--- config.mk ---
export PLATFORM = sky130hd
export DESIGN_NAME = bumper_hit_controller
export DESIGN_NICKNAME = d
export VERILOG_FILES = /design/src/rtl/bumper_hit_controller_pkg.sv /design/src/rtl/bumper_hit_controller_frame_down_counter.sv /design/src/rtl/bumper_hit_controller.sv
export SDC_FILE = /design/constraint.sdc
export NUM_CORES = 1
export LEC_CHECK = 0
export CAP_MARGIN = 20
export CORE_MARGIN = 2
export CORE_UTILIZATION = 39
export CTS_BUF_LIST = sky130_fd_sc_hd__clkbuf_8 sky130_fd_sc_hd__clkbuf_16
export DETAILED_ROUTE_END_ITERATION = 10
export GPL_TIMING_DRIVEN = 0
export PLACE_DENSITY = 0.69
export SETUP_SLACK_MARGIN = 0.1
export SYNTH_ARGS = -nofsm -noshare
export SYNTH_HDL_FRONTEND = slang
export SYNTH_SLANG_ARGS = --single-unit
--- constraint.sdc ---
create_clock -name clk -period 2.5 [get_ports clk]
set_input_delay 0.625 -clock clk [delete_from_list [all_inputs] [get_ports clk]]
set_output_delay 0.625 -clock clk [all_outputs]
set_load 0.02 [all_outputs]
--- src/rtl/bumper_hit_controller_pkg.sv ---
// rtl/bumper_hit_controller_pkg.sv - shared pinball types, widths and hit-side classifier
package bumper_hit_controller_pkg;

  localparam int PIXEL_W     = 11;
  localparam int CMP_W       = PIXEL_W + 1;
  localparam int FRAME_CNT_W = 8;

  typedef enum logic [1:0] {
    SIDE_TOP    = 2'd0,
    SIDE_BOTTOM = 2'd1,
    SIDE_LEFT   = 2'd2,
    SIDE_RIGHT  = 2'd3
  } hit_side_t;

  typedef enum logic [1:0] {
    ST_IDLE     = 2'd0,
    ST_FLASH    = 2'd1,
    ST_COOLDOWN = 2'd2
  } hit_state_t;

  // Top/bottom bands win over the left/right split at the bumper's centre line.
  function automatic hit_side_t classify_side(
    input logic signed [CMP_W-1:0] x,
    input logic signed [CMP_W-1:0] y,
    input logic signed [CMP_W-1:0] y_top,
    input logic signed [CMP_W-1:0] y_bot,
    input logic signed [CMP_W-1:0] x_mid
  );
    if (y < y_top)
      return SIDE_TOP;
    else if (y >= y_bot)
      return SIDE_BOTTOM;
    else if (x < x_mid)
      return SIDE_LEFT;
    else
      return SIDE_RIGHT;
  endfunction

endpackage

--- src/rtl/bumper_hit_controller_frame_down_counter.sv ---
// rtl/bumper_hit_controller_frame_down_counter.sv - frame-rate down counter with load and zero flag
module frame_down_counter #(
  parameter int WIDTH = 8
) (
  input  logic             clk,
  input  logic             resetN,
  input  logic             load,
  input  logic [WIDTH-1:0] load_value,
  input  logic             tick,
  output logic [WIDTH-1:0] count,
  output logic             zero
);

  // Load has priority; the count parks at zero rather than wrapping.
  always_ff @(posedge clk or negedge resetN) begin
    if (!resetN)
      count <= '0;
    else if (load)
      count <= load_value;
    else if (tick && (count != '0))
      count <= count - 1'b1;
  end

  assign zero = (count == '0);

endmodule

--- src/rtl/bumper_hit_controller.sv ---
// rtl/bumper_hit_controller.sv - per-frame ball/bumper hit detection, flash and cooldown
module bumper_hit_controller
  import bumper_hit_controller_pkg::*;
#(
  parameter int TOP_LEFT_X      = 550,
  parameter int TOP_LEFT_Y      = 60,
  parameter int OBJECT_WIDTH    = 64,
  parameter int OBJECT_HEIGHT   = 32,
  parameter int EDGE            = 4,
  parameter int FLASH_FRAMES    = 8,
  parameter int COOLDOWN_FRAMES = 4
) (
  input  logic                      clk,
  input  logic                      resetN,
  input  logic                      startOfFrame,
  input  logic signed [PIXEL_W-1:0] pixelX,
  input  logic signed [PIXEL_W-1:0] pixelY,
  input  logic                      drawBall,
  input  logic                      drawBumper,
  output logic                      hitPulse,
  output logic [1:0]                hitSide,
  output logic                      bumperLit,
  output logic [15:0]               hitCount
);

  localparam logic signed [CMP_W-1:0] Y_TOP = CMP_W'(TOP_LEFT_Y + EDGE);
  localparam logic signed [CMP_W-1:0] Y_BOT = CMP_W'(TOP_LEFT_Y + OBJECT_HEIGHT - EDGE);
  localparam logic signed [CMP_W-1:0] X_MID = CMP_W'(TOP_LEFT_X + OBJECT_WIDTH / 2);
  localparam logic [FRAME_CNT_W-1:0] FLASH_LOAD = FRAME_CNT_W'(FLASH_FRAMES - 1);
  localparam logic [FRAME_CNT_W-1:0] COOL_LOAD  =
    FRAME_CNT_W'((COOLDOWN_FRAMES > 0) ? COOLDOWN_FRAMES - 1 : 0);

  logic                     overlap;
  logic signed [CMP_W-1:0]  x_ext;
  logic signed [CMP_W-1:0]  y_ext;
  hit_side_t                side_now;
  logic                     coll_flag;
  hit_side_t                side_latch;
  hit_state_t               state;
  hit_state_t               state_next;
  logic                     accept;
  logic                     cnt_load;
  logic [FRAME_CNT_W-1:0]   cnt_load_value;
  logic [FRAME_CNT_W-1:0]   cnt_value;
  logic                     cnt_zero;

  assign overlap  = drawBall & drawBumper;
  assign x_ext    = {pixelX[PIXEL_W-1], pixelX};
  assign y_ext    = {pixelY[PIXEL_W-1], pixelY};
  assign side_now = classify_side(x_ext, y_ext, Y_TOP, Y_BOT, X_MID);

  // On a frame boundary the old frame is judged from coll_flag while the
  // boundary pixel itself becomes the first pixel of the new frame.
  always_ff @(posedge clk or negedge resetN) begin
    if (!resetN) begin
      coll_flag  <= 1'b0;
      side_latch <= SIDE_TOP;
    end else if (startOfFrame) begin
      coll_flag  <= overlap;
      side_latch <= overlap ? side_now : SIDE_TOP;
    end else if (overlap) begin
      coll_flag <= 1'b1;
      if (!coll_flag)
        side_latch <= side_now;
    end
  end

  frame_down_counter #(.WIDTH(FRAME_CNT_W)) u_frame_cnt (
    .clk        (clk),
    .resetN     (resetN),
    .load       (cnt_load),
    .load_value (cnt_load_value),
    .tick       (startOfFrame),
    .count      (cnt_value),
    .zero       (cnt_zero)
  );

  always_ff @(posedge clk or negedge resetN) begin
    if (!resetN)
      state <= ST_IDLE;
    else
      state <= state_next;
  end

  always_comb begin
    state_next     = state;
    accept         = 1'b0;
    cnt_load       = 1'b0;
    cnt_load_value = FLASH_LOAD;
    case (state)
      ST_IDLE: begin
        if (startOfFrame && coll_flag) begin
          accept     = 1'b1;
          cnt_load   = 1'b1;
          state_next = ST_FLASH;
        end
      end
      ST_FLASH: begin
        if (startOfFrame && cnt_zero) begin
          if (COOLDOWN_FRAMES == 0) begin
            state_next = ST_IDLE;
          end else begin
            cnt_load       = 1'b1;
            cnt_load_value = COOL_LOAD;
            state_next     = ST_COOLDOWN;
          end
        end
      end
      ST_COOLDOWN: begin
        if (startOfFrame && cnt_zero)
          state_next = ST_IDLE;
      end
      default: state_next = ST_IDLE;
    endcase
  end

  assign bumperLit = (state == ST_FLASH);

  always_ff @(posedge clk or negedge resetN) begin
    if (!resetN) begin
      hitPulse <= 1'b0;
      hitSide  <= 2'd0;
      hitCount <= 16'd0;
    end else begin
      hitPulse <= accept;
      if (accept) begin
        hitSide <= side_latch;
        if (hitCount != 16'hFFFF)
          hitCount <= hitCount + 16'd1;
      end
    end
  end

endmodule

==> impl_metrics.json, run 1 <==
{
  "status": "complete, no violations",
  "fill_cells": 380,
  "synth_edf_count": 0,
  "hpwl_um": 2560,
  "rsz0062_at_grt": "false",
  "p_leak_nw": 0.947,
  "reg2reg_depth": 6,
  "initialDrtViolationCount": 54,
  "vias": 1393,
  "synth_xor_area_share_pct": 6.25,
  "place_area_um2": 2150,
  "postSynth.asyncResetShare_pct": 100,
  "numCtsBuffers": 5,
  "grt-ovfl-total": 0,
  "worstSetupEndpointType": "output port",
  "cp_max_fo": 5,
  "synth_top_area_share_pct": 47.7,
  "postLayoutCellArea_um2": 2270,
  "yosys-top-cells-count": "32 x dfrtp_1, 17 x nand2_1, 11 x nor2_1",
  "r2r-start": "u_frame_cnt.count[0]$_DFFE_PN0P_",
  "timing.final.crit_period_ps": 2280,
  "ant_nets": 0,
  "grt_pass1_vias": 1324,
  "initial_utilization_pct": 41.1,
  "clk_pin_slew_worst_paths_ps": 70,
  "synthSimpleGateAreaFrac_pct": 26.1,
  "antenna_found_initial": 0,
  "cts_hold_buf": 0,
  "cp.arrival_ps": 1660,
  "wl_met1_um": 1610,
  "ys_warn_count": 0,
  "drt-total-wl_um": 3450,
  "slew_headroom_pct": 54.0,
  "cts_root_buffer": "clkbuf_8",
  "drv_cap": 0,
  "required_ps": 1880,
  "top_layer": "met4",
  "remaining_drc_errors": 0,
  "synth_fa_ha_area_share_pct": 2.23,
  "finalHoldViolations": 0,
  "multi_input_area_um2": 845,
  "fmax_mhz": 438,
  "area_growth_pct": 35.4,
  "skew_ps": 5.83,
  "grt_max_degree": 33,
  "grt_util_all_layers_pct": 15.3,
  "avgViaCountPerCell": 5.28,
  "die-height_um": 69.6,
  "first_pass_iters": 4,
  "place_inst": 256,
  "synthMostInstantiatedCell": "dfrtp_1",
  "clock_sinks": 32,
  "drive_gt1_share_pct": 13.1,
  "num_rows": 23,
  "h-tree-depth": 2,
  "ff2ff_setup_slack_ps": 620,
  "yosys-top-cells-area": "dfrtp_1 48%, xnor2_1 4.2%, mux2_2 4.0%",
  "timing.rr.end": "u_frame_cnt.count[1]$_DFFE_PN0P_",
  "dr_wl_met2_um": 1520,
  "dieArea_um2": 4850,
  "boundaryPins": 47,
  "io_buffers": 41,
  "clock_latency_ps": 290,
  "met3_length_um": 250,
  "powerDensity_nw_per_um2": 811,
  "synth_nets": 195,
  "synth_largest_area_cell": "dfrtp_1",
  "ir_drop_uv": 528,
  "post-cts-setup-buffer-count": 0,
  "grt_pass1_wl_um": 5970,
  "synthMuxAreaShare_pct": 5.51,
  "diodes": 0,
  "synth.avg_cell_area_um2": 10.2,
  "setup_violations": 0,
  "cts_tree": "built",
  "hold_path_class": "in -> async",
  "num-nets-final": 243,
  "synth_flop_cell": "dfrtp_1",
  "syn_inst": 165,
  "fin_crit_sh_pct": 91.4,
  "slew_violations": 0,
  "criticalPathCategory": "reg -> out",
  "place_congestion": 0.798,
  "ys_seq_elements": 32,
  "netlist_area_um2": 1680,
  "seqCellArea_um2": 801,
  "worst_pin_slew_ps": 690,
  "synth_top_family_by_area": "simple AND/OR/NAND/NOR gates",
  "yosysSeqAreaShare_pct": 47.7,
  "finalSetupTns_ps": 0,
  "synth-compound-area-share_pct": 10.1,
  "cts.path.max_buffers": 2,
  "cts_resized": 0,
  "wl_per_cell_um": 13.1,
  "final_cells": 264,
  "worst_setup_path_start_kind": "flop",
  "die_x_um": 69.6,
  "core_um2": 4090,
  "yosysUniqueCellTypes": 47
}
==> kinds of logic after synthesis <==
logic type                 Yosys count
xor gates and xnor gates            12
buffers and inverters                8
and+or+nand+nor                     76
muxes                                8
adders and majority gates            3
AOI/OAI and AO/OA                   26
DFF                                 32
==> layout by cell type (no fill, tap or decap), types with 2 or more instances in the layout <==
cell             Yosys  final
nor2b_1              3      3
nor3_1               8      8
xor2_1               4      4
o21ai_1              2      2
nand2b_1             2      2
clkbuf_8             0      7
mux2_2               6      6
nand3_1              5      5
nor2_1              11     11
a21oi_1              9      9
o31ai_1              2      2
inv_1                5      5
o2bb2ai_1            2      2
nand2_1             17     17
buf_2                1      2
o21ai_0              2      2
nand4_1              7      7
xnor2_1              8      8
or4_1                2      2
dfrtp_1             32     32
nor4_1               4      4
and3_1               2      2
ha_1                 3      3
a21o_1               2      2
nor3b_1              2      2
o21a_1               2      2
clkdlybuf4s50_1      0     40
==> power breakdown <==
group	internal, mW	switching, mW
sequential	0.631	0.130
clock	0.351	0.185
combinational	0.285	0.263
==> how the worst max path moves through the flow <==
stage / startpoint / end / slack [ps] / depth (start not counted)
detailed placement: startOfFrame / hitCount[5]$_DFFE_PN0P_ / 440 / 6
floorplan: startOfFrame / hitCount[12]$_DFFE_PN0P_ / 570 / 6
finish: state[1]$_DFFE_PN0P_ / bumperLit / 220 / 2
global route: state[1]$_DFFE_PN0P_ / bumperLit / 110 / 2
global placement: resetN / hitCount[10]$_DFFE_PN0P_ / 190 / 1
CTS: state[1]$_DFFE_PN0P_ / bumperLit / 210 / 2
==> state kept, by name (all words and copies together) (netlist names) <==
signal             flops
side_latch             2
hitCount              16
u_frame_cnt.count      8
hitSide                2
hitPulse               1
coll_flag              1
state                  2
==> critical path: stages, from the launching register on <==
cell and delay (ps):
dfrtp_1 380, nor2b_1 320, clkdlybuf4s50_1 680
==> area by class of cell <==
| cell class | instances | area share [%] |
|---|---|---|
| clock buffers | 7 | 4.24 |
| inverters | 6 | 0.990 |
| flip-flops and latches | 32 | 35.2 |
| clock inverters | 1 | 1.32 |
| plain buffers | 2 | 0.550 |
| multi-input cells | 125 | 37.1 |
| repair buffers | 41 | 17.8 |
| well taps | 50 | 2.75 |
==> routing by layer <==
| metal | track usage, % | vias up |
|---|---|---|
| li1 | - | 695 |
| met4 | 7.05 | 0 |
| met3 | 5.67 | 6 |
| met2 | 23.9 | 35 |
| met1 | 19.0 | 657 |
| met5 | 0 | - |
==> stage by stage <==
step                      total power, mW  util, %  hold WS, ps  setup slack, ps
final                                1.85     55.7          369              216
after global routing                 1.96     55.7          449              115
after CTS                            1.86     55.7          400              208
after detailed placement             1.32     52.6          461              436
after global placement               1.31     52.7          456              189
after floorplan                      1.10        -          329              571
Power figures use the tool's default switching activity.
==> run 2, diff against run 1 <==
--- a/config.mk
+++ b/config.mk
@@ -5,7 +5,7 @@
 export SDC_FILE = /design/constraint.sdc
 export NUM_CORES = 1
 export LEC_CHECK = 0
-export CAP_MARGIN = 20
+export CAP_MARGIN = 40
 export CORE_MARGIN = 2
 export CORE_UTILIZATION = 39
 export CTS_BUF_LIST = sky130_fd_sc_hd__clkbuf_8 sky130_fd_sc_hd__clkbuf_16
==> results of run 2 <==
Same layout as run 1: the final DEF is identical, and so are final timing and power.
==> run 3, diff against run 2 <==
--- a/config.mk
+++ b/config.mk
@@ -5,13 +5,14 @@
 export SDC_FILE = /design/constraint.sdc
 export NUM_CORES = 1
 export LEC_CHECK = 0
+export ABC_AREA = 1
 export CAP_MARGIN = 40
 export CORE_MARGIN = 2
 export CORE_UTILIZATION = 39
 export CTS_BUF_LIST = sky130_fd_sc_hd__clkbuf_8 sky130_fd_sc_hd__clkbuf_16
 export DETAILED_ROUTE_END_ITERATION = 10
 export GPL_TIMING_DRIVEN = 0
-export PLACE_DENSITY = 0.69
+export PLACE_DENSITY = 0.68
 export SETUP_SLACK_MARGIN = 0.1
 export SYNTH_ARGS = -nofsm -noshare
 export SYNTH_HDL_FRONTEND = slang
==> run 3 against run 2 <==
Compared with the run above:
- sequential share of layout area shrank 2.7 points
- sequential power grew 13%
- fmax grew 5.0%
- cell area grew 8.4%
- first-iteration DRC count grew 93%
- clock skew grew 3.6 ps
==> impl_metrics.json, run 3 <==
{
  "status": "complete, no violations",
  "grt_max_degree": 33,
  "num-nets-final": 357,
  "fmax_mhz": 460,
  "grt_pass1_vias": 1719,
  "final_cell_mix": "110 x nand2_1, 41 x nor2_1, 41 x clkdlybuf4s50_1",
  "postLayoutCellArea_um2": 2470,
  "setup_violations": 0,
  "criticalPathCategory": "reg -> out",
  "numCtsBuffers": 5,
  "timing.final.crit_period_ps": 2180,
  "die-height_um": 73.7,
  "cts.path.max_buffers": 2,
  "first_pass_iters": 5,
  "ant_nets": 0,
  "netlist_area_um2": 1890,
  "grt-ovfl-total": 0,
  "fin_crit_sh_pct": 87.0,
  "ff2ff_setup_slack_ps": 680,
  "ys_warn_count": 0,
  "clock_sinks": 32,
  "core_um2": 4690,
  "h-tree-depth": 2,
  "largest_reg_flops": 16,
  "hold_path_class": "in -> async",
  "die_x_um": 73.7,
  "drive_gt1_share_pct": 3.96,
  "remaining_drc_errors": 0,
  "initialDrtViolationCount": 104,
  "place_area_um2": 2380,
  "drt-total-wl_um": 4310,
  "syn_inst": 278,
  "place_ws_ps": 164,
  "clock_latency_ps": 280,
  "synth_top_area_share_pct": 42.3,
  "cts_resized": 0,
  "cts_tree": "built",
  "timing.rr.end": "hitCount[2]$_DFFE_PN0P_",
  "clk_pin_slew_worst_paths_ps": 70,
  "reg2reg_depth": 6,
  "synth_flop_cell": "dfrtp_1",
  "yosys-top-cells-area": "dfrtp_1 42%, nand2_1 22%, nor2_1 8.1%",
  "cts_root_buffer": "clkbuf_8",
  "place_inst": 374,
  "synthMostInstantiatedCell": "nand2_1",
  "antenna_found_initial": 0,
  "ir_drop_uv": 451,
  "area_growth_pct": 30.3,
  "place_congestion": 0.796,
  "yosysSeqAreaShare_pct": 42.3,
  "powerDensity_nw_per_um2": 861,
  "synth_largest_area_cell": "dfrtp_1",
  "diodes": 0,
  "worst_setup_path_start_kind": "flop",
  "finalSetupTns_ps": 0,
  "synth_edf_count": 0,
  "yosys-top-cells-count": "110 x nand2_1, 41 x nor2_1, 32 x dfrtp_1",
  "reg.largest.list": "hitCount (16), u_frame_cnt.count (8)",
  "wl_per_cell_um": 11.3,
  "cts_hold_buf": 0,
  "ys_seq_elements": 32,
  "r2r-start": "hitCount[0]$_DFFE_PN0P_",
  "num_rows": 25,
  "cp_max_fo": 3,
  "fill_cells": 477,
  "regMostFlops": "hitCount",
  "vias": 1873,
  "cp-endpoint": "bumperLit",
  "dieArea_um2": 5430,
  "boundaryPins": 47,
  "synth_nets": 308,
  "final_cells": 382,
  "post-cts-setup-buffer-count": 0,
  "grt_util_all_layers_pct": 17.7,
  "multi_input_area_um2": 955,
  "hpwl_um": 3140,
  "worst_pin_slew_ps": 749,
  "slew_violations": 0,
  "rsz0062_at_grt": "false",
  "worstSetupEndpointType": "output port",
  "slew_headroom_pct": 50.0,
  "grt_pass1_wl_um": 7540,
  "synth.avg_cell_area_um2": 6.81,
  "crit_start": "state[0]$_DFFE_PN0P_",
  "final_common_cell": "nand2_1",
  "avgViaCountPerCell": 4.90,
  "skew_ps": 9.42,
  "yosysUniqueCellTypes": 20,
  "postSynth.asyncResetShare_pct": 100,
  "io_buffers": 42,
  "timing.final.ws_setup_ps": 325,
  "initial_utilization_pct": 40.3,
  "seqCellArea_um2": 801,
  "p_total_mw": 2.12,
  "finalHoldViolations": 0,
  "p_leak_nw": 1.19,
  "required_ps": 1880,
  "drv_cap": 0,
  "cp.arrival_ps": 1550
}
-- run 3: changes by cell type in the layout (fill, tap and decap cells not counted), sizes merged, moves of 6 or more --
cell | before | now
nand2 | 17 | 110
nor2 | 12 | 42
inv | 5 | 34
nand3 | 5 | 20
o21ai | 4 | 16
a21oi | 9 | 0
mux2 | 7 | 0
nor3 | 8 | 2
-- run 3: metrics by stage --
stage | hold WS, ps | util, %
finish | 408 | 52.6
global route | 463 | 52.6
CTS | 433 | 52.6
detailed placement | 457 | 50.6
global placement | 455 | 50.7
floorplan | 329 | -
-- run 3: final cells by class --
class / count / share of cell area, %
clock inverters: 2 / 0.304
multi-input cells: 212 / 38.7
plain buffers: 2 / 0.609
well taps: 54 / 2.74
clock buffers: 6 / 3.35
repair buffers: 42 / 16.8
inverters: 32 / 4.97
flip-flops and latches: 32 / 32.5
-- run 3: cell families after synthesis --
family	share of synthesized area, %
AND/OR/NAND/NOR	41.3
buffers and inverters	7.27
flip-flops	42.3
AO/OA/AOI/OAI	4.82
XOR/XNOR	2.31
adder cells (fa/ha/maj)	1.98
-- run 3: worst min-delay path by stage --
stage	slack (ps)	to
3_5_place_dp	460	hitSide[1]$_DFFE_PN0P_
5_1_grt	460	coll_flag$_DFFE_PN0P_
4_1_cts	430	coll_flag$_DFFE_PN0P_
6_report	410	coll_flag$_DFFE_PN0P_
2_1_floorplan	330	coll_flag$_DFFE_PN0P_
3_3_place_gp	450	hitSide[1]$_DFFE_PN0P_
-- run 3: layer usage --
metal	up-vias	GRT usage [%]	share of wire, %
met3	6	2.74	3.3
met2	40	29.4	48
li1	973	-	-
met5	-	0	0
met4	0	5.45	1.2
met1	854	23.7	48
-- run 3: report_power, final --
part	switching (mW)	internal (mW)
clock network	0.190	0.216
logic	0.486	0.375
registers	0.182	0.675
total	0.857	1.27
-- run 3: critical path: stages (launching register included) --
cell             delay (ps)
dfrtp_1                 380
inv_1                    70
nor2_1                  190
clkdlybuf4s50_1         640
